===== src/rtl/phase_sequencer.sv =====
// Machine-cycle phase sequencer: emits SUB_CYCLES one-hot phase strobes per
// machine cycle under run/step/halt/clear control and counts completed cycles.
module phase_sequencer #(
  parameter int SUB_CYCLES = 13,
  parameter int CYC_W      = 16
) (
  input  logic                          in_CLK,
  input  logic                          in_RST_N,
  input  logic                          in_RUN,
  input  logic                          in_STEP,
  input  logic                          in_HALT,
  input  logic                          in_CLEAR,
  output logic [SUB_CYCLES-1:0]         b_CONTROLLER,
  output logic [$clog2(SUB_CYCLES)-1:0] out_PHASE,
  output logic                          out_CYCLE_END,
  output logic                          out_RUNNING,
  output logic                          out_HALTED,
  output logic [CYC_W-1:0]              out_CYCLE_COUNT
);

  localparam int PW = $clog2(SUB_CYCLES);
  localparam logic [PW-1:0] LAST = PW'(SUB_CYCLES - 1);

  typedef enum logic [1:0] {
    S_IDLE,
    S_RUN,
    S_STEP,
    S_HALTED
  } state_t;

  state_t                state;
  state_t                state_nxt;
  logic [PW-1:0]         phase_nxt;
  logic [CYC_W-1:0]      count_nxt;
  logic [SUB_CYCLES-1:0] ctrl_nxt;
  logic                  active_nxt;
  logic                  step_prev;
  logic                  step_edge;

  always_ff @(posedge in_CLK or negedge in_RST_N) begin
    if (!in_RST_N) begin
      state <= S_IDLE;
    end else begin
      state <= state_nxt;
    end
  end

  // Outputs are registered copies of the next-state decode, so every output
  // changes only on the clock edge and never follows an input directly.
  always_comb begin
    step_edge  = in_STEP & ~step_prev;
    state_nxt  = state;
    phase_nxt  = out_PHASE;
    count_nxt  = out_CYCLE_COUNT;
    ctrl_nxt   = '0;
    active_nxt = 1'b0;
    unique case (state)
      S_IDLE: begin
        if (in_CLEAR) begin
          count_nxt = '0;
        end else if (in_RUN) begin
          state_nxt = S_RUN;
          phase_nxt = '0;
        end else if (step_edge) begin
          state_nxt = S_STEP;
          phase_nxt = '0;
        end
      end
      S_RUN, S_STEP: begin
        if (out_PHASE == LAST) begin
          count_nxt = out_CYCLE_COUNT + 1'b1;
          phase_nxt = '0;
          if (in_HALT) begin
            state_nxt = S_HALTED;
          end else if (state == S_STEP || !in_RUN) begin
            state_nxt = S_IDLE;
          end
        end else begin
          phase_nxt = out_PHASE + 1'b1;
        end
      end
      S_HALTED: begin
        if (in_CLEAR) begin
          state_nxt = S_IDLE;
          count_nxt = '0;
        end
      end
      default: begin
        state_nxt = S_IDLE;
        phase_nxt = '0;
      end
    endcase
    active_nxt = (state_nxt == S_RUN) || (state_nxt == S_STEP);
    for (int unsigned i = 0; i < SUB_CYCLES; i++) begin
      ctrl_nxt[i] = active_nxt && (phase_nxt == PW'(i));
    end
  end

  always_ff @(posedge in_CLK or negedge in_RST_N) begin
    if (!in_RST_N) begin
      out_PHASE       <= '0;
      out_CYCLE_COUNT <= '0;
      b_CONTROLLER    <= '0;
      out_CYCLE_END   <= 1'b0;
      out_RUNNING     <= 1'b0;
      out_HALTED      <= 1'b0;
      step_prev       <= 1'b0;
    end else begin
      out_PHASE       <= phase_nxt;
      out_CYCLE_COUNT <= count_nxt;
      b_CONTROLLER    <= ctrl_nxt;
      out_CYCLE_END   <= ctrl_nxt[SUB_CYCLES-1];
      out_RUNNING     <= active_nxt;
      out_HALTED      <= (state_nxt == S_HALTED);
      step_prev       <= in_STEP;
    end
  end

endmodule

===== config.mk =====
export PLATFORM = sky130hd
export DESIGN_NAME = phase_sequencer
export DESIGN_NICKNAME = d
export VERILOG_FILES = /design/src/rtl/phase_sequencer.sv
export SDC_FILE = /design/constraint.sdc
export NUM_CORES = 1
export LEC_CHECK = 0
export CAP_MARGIN = 0
export CORE_MARGIN = 2
export CORE_UTILIZATION = 30
export CTS_CLUSTER_SIZE = 25
export DETAILED_ROUTE_END_ITERATION = 10
export GPL_ROUTABILITY_DRIVEN = 0
export HOLD_SLACK_MARGIN = 0.05
export PLACE_DENSITY = 0.52
export SLEW_MARGIN = 15
export SYNTH_ARGS = -nofsm -noshare
export SYNTH_HDL_FRONTEND = slang
export SYNTH_SLANG_ARGS = --single-unit

===== constraint.sdc =====
create_clock -name in_CLK -period 3.2 [get_ports in_CLK]
set_clock_uncertainty 0.1 [all_clocks]
set_input_delay 0.64 -clock in_CLK [delete_from_list [all_inputs] [get_ports in_CLK]]
set_output_delay 0.64 -clock in_CLK [all_outputs]
set_load 0.01 [all_outputs]

=== Yosys cells after proc, flatten, opt, wreduce, memory -nomap -nowiden ===
Index checks and enable logic that the tools add are counted.
W data, S select, Z words.

* Flip-flop bits (word level): 39
* Word-level logic and storage cells: 70

* Muxes and demuxes: 16
* Add/subtract/negate cells: 2
* Bitwise gates (word level): 2
* Eq/ne operators: 21
* Reductions and logical operators: 21

{| class="wikitable"
|+ Operator list
! operator !! count
|-
| $mux W16 || 2
|-
| $pmux W16 S2 || 1
|-
| $eq A4 B4 Y1 const B || 6
|-
| $add A16 B1 Y16 const B || 1
|-
| $eq A4 B3 Y1 const B || 4
|-
| $mux W4 || 4
|-
| $mux W2 || 7
|-
| $logic_and A1 B1 Y1 || 13
|-
| $eq A2 B2 Y1 const B || 4
|-
| $eq A4 B2 Y1 const B || 2
|-
| $pmux W4 S2 || 1
|-
| $pmux W2 S3 || 1
|-
| $add A4 B1 Y4 const B || 1
|-
| $eq A2 B1 Y1 const B || 2
|-
| $eq A4 B1 Y1 const B || 1
|-
| $logic_not A4 Y1 || 1
|-
| $reduce_or A2 Y1 || 2
|-
| $logic_not A2 Y1 || 1
|-
| $logic_or A1 B1 Y1 || 2
|-
| $ne A2 B1 Y1 const B || 1
|-
| $ne A2 B2 Y1 const B || 1
|-
| $reduce_and A2 Y1 || 1
|-
| $and A1 B1 Y1 || 1
|-
| $logic_not A1 Y1 || 1
|-
| $not A1 Y1 || 1
|}

=== Longest topological paths before layout ===
* Depth after elaboration: 9
* Gate-level depth with buffers: 12
* Depth with buffers taken out: 12

=== Worst setup path after synthesis ===
OpenSTA, ideal clock, no wires.

* Path kind: flip-flop to flip-flop
* From: register out_PHASE[0]
* To: register b_CONTROLLER[10]
* Period minus slack after synthesis: 2.484 ns
* Cell stages (with the launch flop): 12
* Arrival: 2.254 ns
* Data required time: 2.970 ns
* Path slack: 0.716 ns
* Library setup time: 0.130 ns
* Cells stage by stage: dfrtp_1 -> inv_1 -> ha_1 -> and4_1 -> buf_6 -> a221oi_1 -> a31oi_1 -> ha_1 -> nand2_1 -> nor3_1 -> a41oi_1 -> nor2_1

* Cells in the longest elaborated chain, start to end: 6

{| class="wikitable"
|+ RTL lines
! item !! RTL line !! source
|-
| from (decl) || 14 || <nowiki>output logic [$clog2(SUB_CYCLES)-1:0] out_PHASE,</nowiki>
|-
| from (signal assigned) || 109 || <nowiki>out_PHASE <= phase_nxt;</nowiki>
|-
| $eq A4 B4 Y1 * || 70 || <nowiki>if (out_PHASE == LAST) begin</nowiki>
|-
| $mux W2 * || 70 ||
|-
| $pmux W2 S3 * || 57 || <nowiki>unique case (state)</nowiki>
|-
| via state_nxt[0] || 32 || <nowiki>state_t state_nxt;</nowiki>
|-
| $eq A2 B1 Y1 or $eq A2 B2 Y1 (tied branches) || 93 || <nowiki>active_nxt = (state_nxt == S_RUN) || (state_nxt == S_STEP);</nowiki>
|-
| $logic_or A1 B1 Y1 * || 93 ||
|-
| via active_nxt || 36 || <nowiki>logic active_nxt;</nowiki>
|-
| $logic_and A1 B1 Y1 * || 95 || <nowiki>ctrl_nxt[i] = active_nxt && (phase_nxt == PW'(i));</nowiki>
|-
| via ctrl_nxt[10] || 35 || <nowiki>logic [SUB_CYCLES-1:0] ctrl_nxt;</nowiki>
|-
| to (signal assigned) || 111 || <nowiki>b_CONTROLLER <= ctrl_nxt;</nowiki>
|-
| to (decl) || 13 || <nowiki>output logic [SUB_CYCLES-1:0] b_CONTROLLER,</nowiki>
|}

The timed path passes the listed nets; every way through them passes the cells marked *.
A chain may end at the register's enable or synchronous reset.

=== Worst setup path after layout ===
* From: register out_PHASE[1]
* To: register b_CONTROLLER[10]

The elaborated chain is that of the path after synthesis.

==> results.yml <==
outcome:
  status: "completed"
clock_tree:
  hold_buffers: 0
  cts_sinks: 38
  cts_resized: 0
  cts_buffer_depth: 2
  cts_root_buf: "clkbuf_8"
  htree_levels: 2
  cts_setup_buffers: 0
  clk_pin_slew_ns: 0.08
  cts_tree: "done"
  worstSkewPairLatency_ns: 0.28
  numCtsBuffers: 5
pwr:
  power.leakage_uw: 0.00111
  powerDensity_mw_per_mm2: 798
  finalPower_uw: 2070
  peakVddDrop_mv: 0.455
finish:
  mostFrequentLayoutCells: "clkdlybuf4s50_1 (40), dfrtp_1 (38), nor2_1 (24)"
  fin_area_mm2: 0.00259
  drive_gt1_share_pct: 9.43
  regArea_um2: 951
  mostFrequentLayoutCell: "clkdlybuf4s50_1"
  utilization_pct: 41.0
  syn2layout_area_growth_pct: 32.4
  antennaDiodeCount: 0
  n_fill_cell: 646
  multi_input_area_um2: 907
  finalNetCount: 256
flow_run:
  maxCapViolCount: 0
worst_setup_path:
  r2r_slack_ns: 0.41
  endpoint_kind: "flop"
  cp_max_fo: 7
  crit_type: "flop to flop"
  start_kind: "flop"
  required_ns: 3.26
  cp_data_arrival_time_ns: 2.85
synthesis:
  post-synth-top-area-cell: "dfrtp_1"
  yosys.area.top_type_share_pct: 48.6
  synth_ff_type: "dfrtp_1"
  yosys.cell_types.count: 46
  synth_area_leaders: "dfrtp_1 (49%), nor2_1 (4.6%), ha_1 (4.5%), a21oi_1 (3.1%), nand2_1 (2.9%)"
  syn_area_mm2: 0.00196
  postSynthCellCount: 197
  ys_warn_count: 0
  synth_edf_count: 0
  synth_area_per_cell_um2: 9.93
  yosysSeqAreaShare_pct: 48.6
  syn_nets: 210
  ys_ff_latch: 38
  synth_async_sr_flop_share_pct: 100
placed_design:
  port-buffer-count: 41
  place_area_mm2: 0.00245
  dp_hpwl_um: 3040
timing:
  relSlewSlack_pct: 44.3
  rsz0062_at_grt: "no"
  setup_viol: 0
  post-route-min-period_ns: 2.79
  fin_crit_sh_pct: 87.1
  hold_viol: 0
  fin_tns_setup_ns: 0
  slew_viol_final: 0
  worst_slew_pin_slew_ns: 0.836
  fmax_ghz: 0.359
detailed_routing:
  vias: 1600
  wl_per_cell_um: 13.2
  drt_iter0_drc: 35
  finalWirelength_um: 4240
  ant_nets: 0
  routed_via_density: 4.98
  dr.pass1.iters: 4
  drc_errors: 0
floorplanning:
  core-area_mm2: 0.00631
  die_x_um: 84.7
  die_h_um: 84.7
  initial_core_util_pct: 31.0
  die_area_mm2: 0.00718
  rows: 29
  io_pins: 42
grt:
  antenna_found_initial: 0
  grt_pass1_wl_um: 7350
  grt_pass1_vias: 1536
  grt_start_max_net_pins: 39
  grt.total_usage_pct: 12.7
  grt_overflow: 0
hold_path:
  hold_class: "primary input to asynchronous set/reset pin"
Yosys cell counts (2+ instances only):
cell,n
or3_1,6
nor2b_1,2
dfrtp_1,38
nand2b_1,5
xnor2_1,5
nor2_1,24
nand2_1,15
ha_1,7
inv_1,11
a31oi_1,2
nand4_1,8
buf_2,3
a221oi_1,2
a21oi_1,12
buf_4,2
o21ai_0,10
and3_1,2
o21ai_1,2
nand3b_1,3
xor2_1,5
buf_6,2
nand3_1,7
cell type report:
class                      instances  area share, %
sequential                        38           36.7
multi-input combinational        140           35.0
timing repair buffer              47           17.4
tap                               77           3.72
clock buffer                       6           3.19
clock inverter                     2           2.32
inverter                          11           1.59
worst max-delay path, stage by stage (launching register included):
cell and delay [ns]:
dfrtp_1 0.46, inv_1 0.13, ha_1 0.28, nand3_1 0.19, o21ai_0 0.20, a21oi_1 0.09
a211oi_1 0.24, a21oi_1 0.09, ha_1 0.40, nand2_1 0.10, nor3_1 0.04, a41oi_1 0.28
nor2_1 0.08
cells by family (layout without fill, tap and decap cells):
group,Yosys count,in the layout,share of synthesized area (%)
AO/OA/AOI/OAI,41,41,14.3
XOR/XNOR,10,10,4.48
adder cells (fa/ha/maj),7,7,4.48
AND/OR/NAND/NOR,80,80,22.1
flip-flops,38,38,48.6
buffers and inverters,19,66,4.99
multiplexers,2,2,1.09
metrics by stage:
stage                     setup WS (ns)  instances  hold slack (ns)
final                             0.413        321            0.352
after global routing              0.155        321            0.437
after CTS                         0.398        321            0.392
after detailed placement          0.171        313            0.434
after global placement            0.239        313            0.426
after floorplan                   0.716        197            0.244
sequential cells by signal (all words and copies together), names as in the netlist:
register / flops
out_CYCLE_COUNT: 16
state: 2
out_HALTED: 1
step_prev: 1
b_CONTROLLER: 13
out_PHASE: 4
out_RUNNING: 1
worst paths after layout:
check / startpoint / to / depth (start not counted)
worst min-delay path: in_RST_N / out_CYCLE_COUNT[9] / 1
min in group in_CLK: out_CYCLE_COUNT[15] / out_CYCLE_COUNT[15] / 2
max in group asynchronous: in_RST_N / b_CONTROLLER[12] / 1
worst max register to register: out_PHASE[1] / b_CONTROLLER[10] / 12
worst min register to register: out_CYCLE_COUNT[15] / out_CYCLE_COUNT[15] / 2
worst max-delay path: out_PHASE[1] / b_CONTROLLER[10] / 12
layer usage:
metal	track usage [%]	part of all wire, %	wire [um]	vias up
li1	-	-	-	780
met2	18.9	43	1840	48
met3	4.42	6.0	253	10
met1	17.5	49	2070	762
met4	3.90	1.7	72	0
met5	0	0	0	-
power by group:
part | leakage [uW] | total (uW) | switching [uW] | internal (uW)
clock | 0.0000714 | 501 | 168 | 333
sequential | 0.000517 | 614 | 54.3 | 560
combinational | 0.000518 | 952 | 549 | 403
total | 0.00111 | 2070 | 771 | 1300
(Power assumes the default switching activity.)
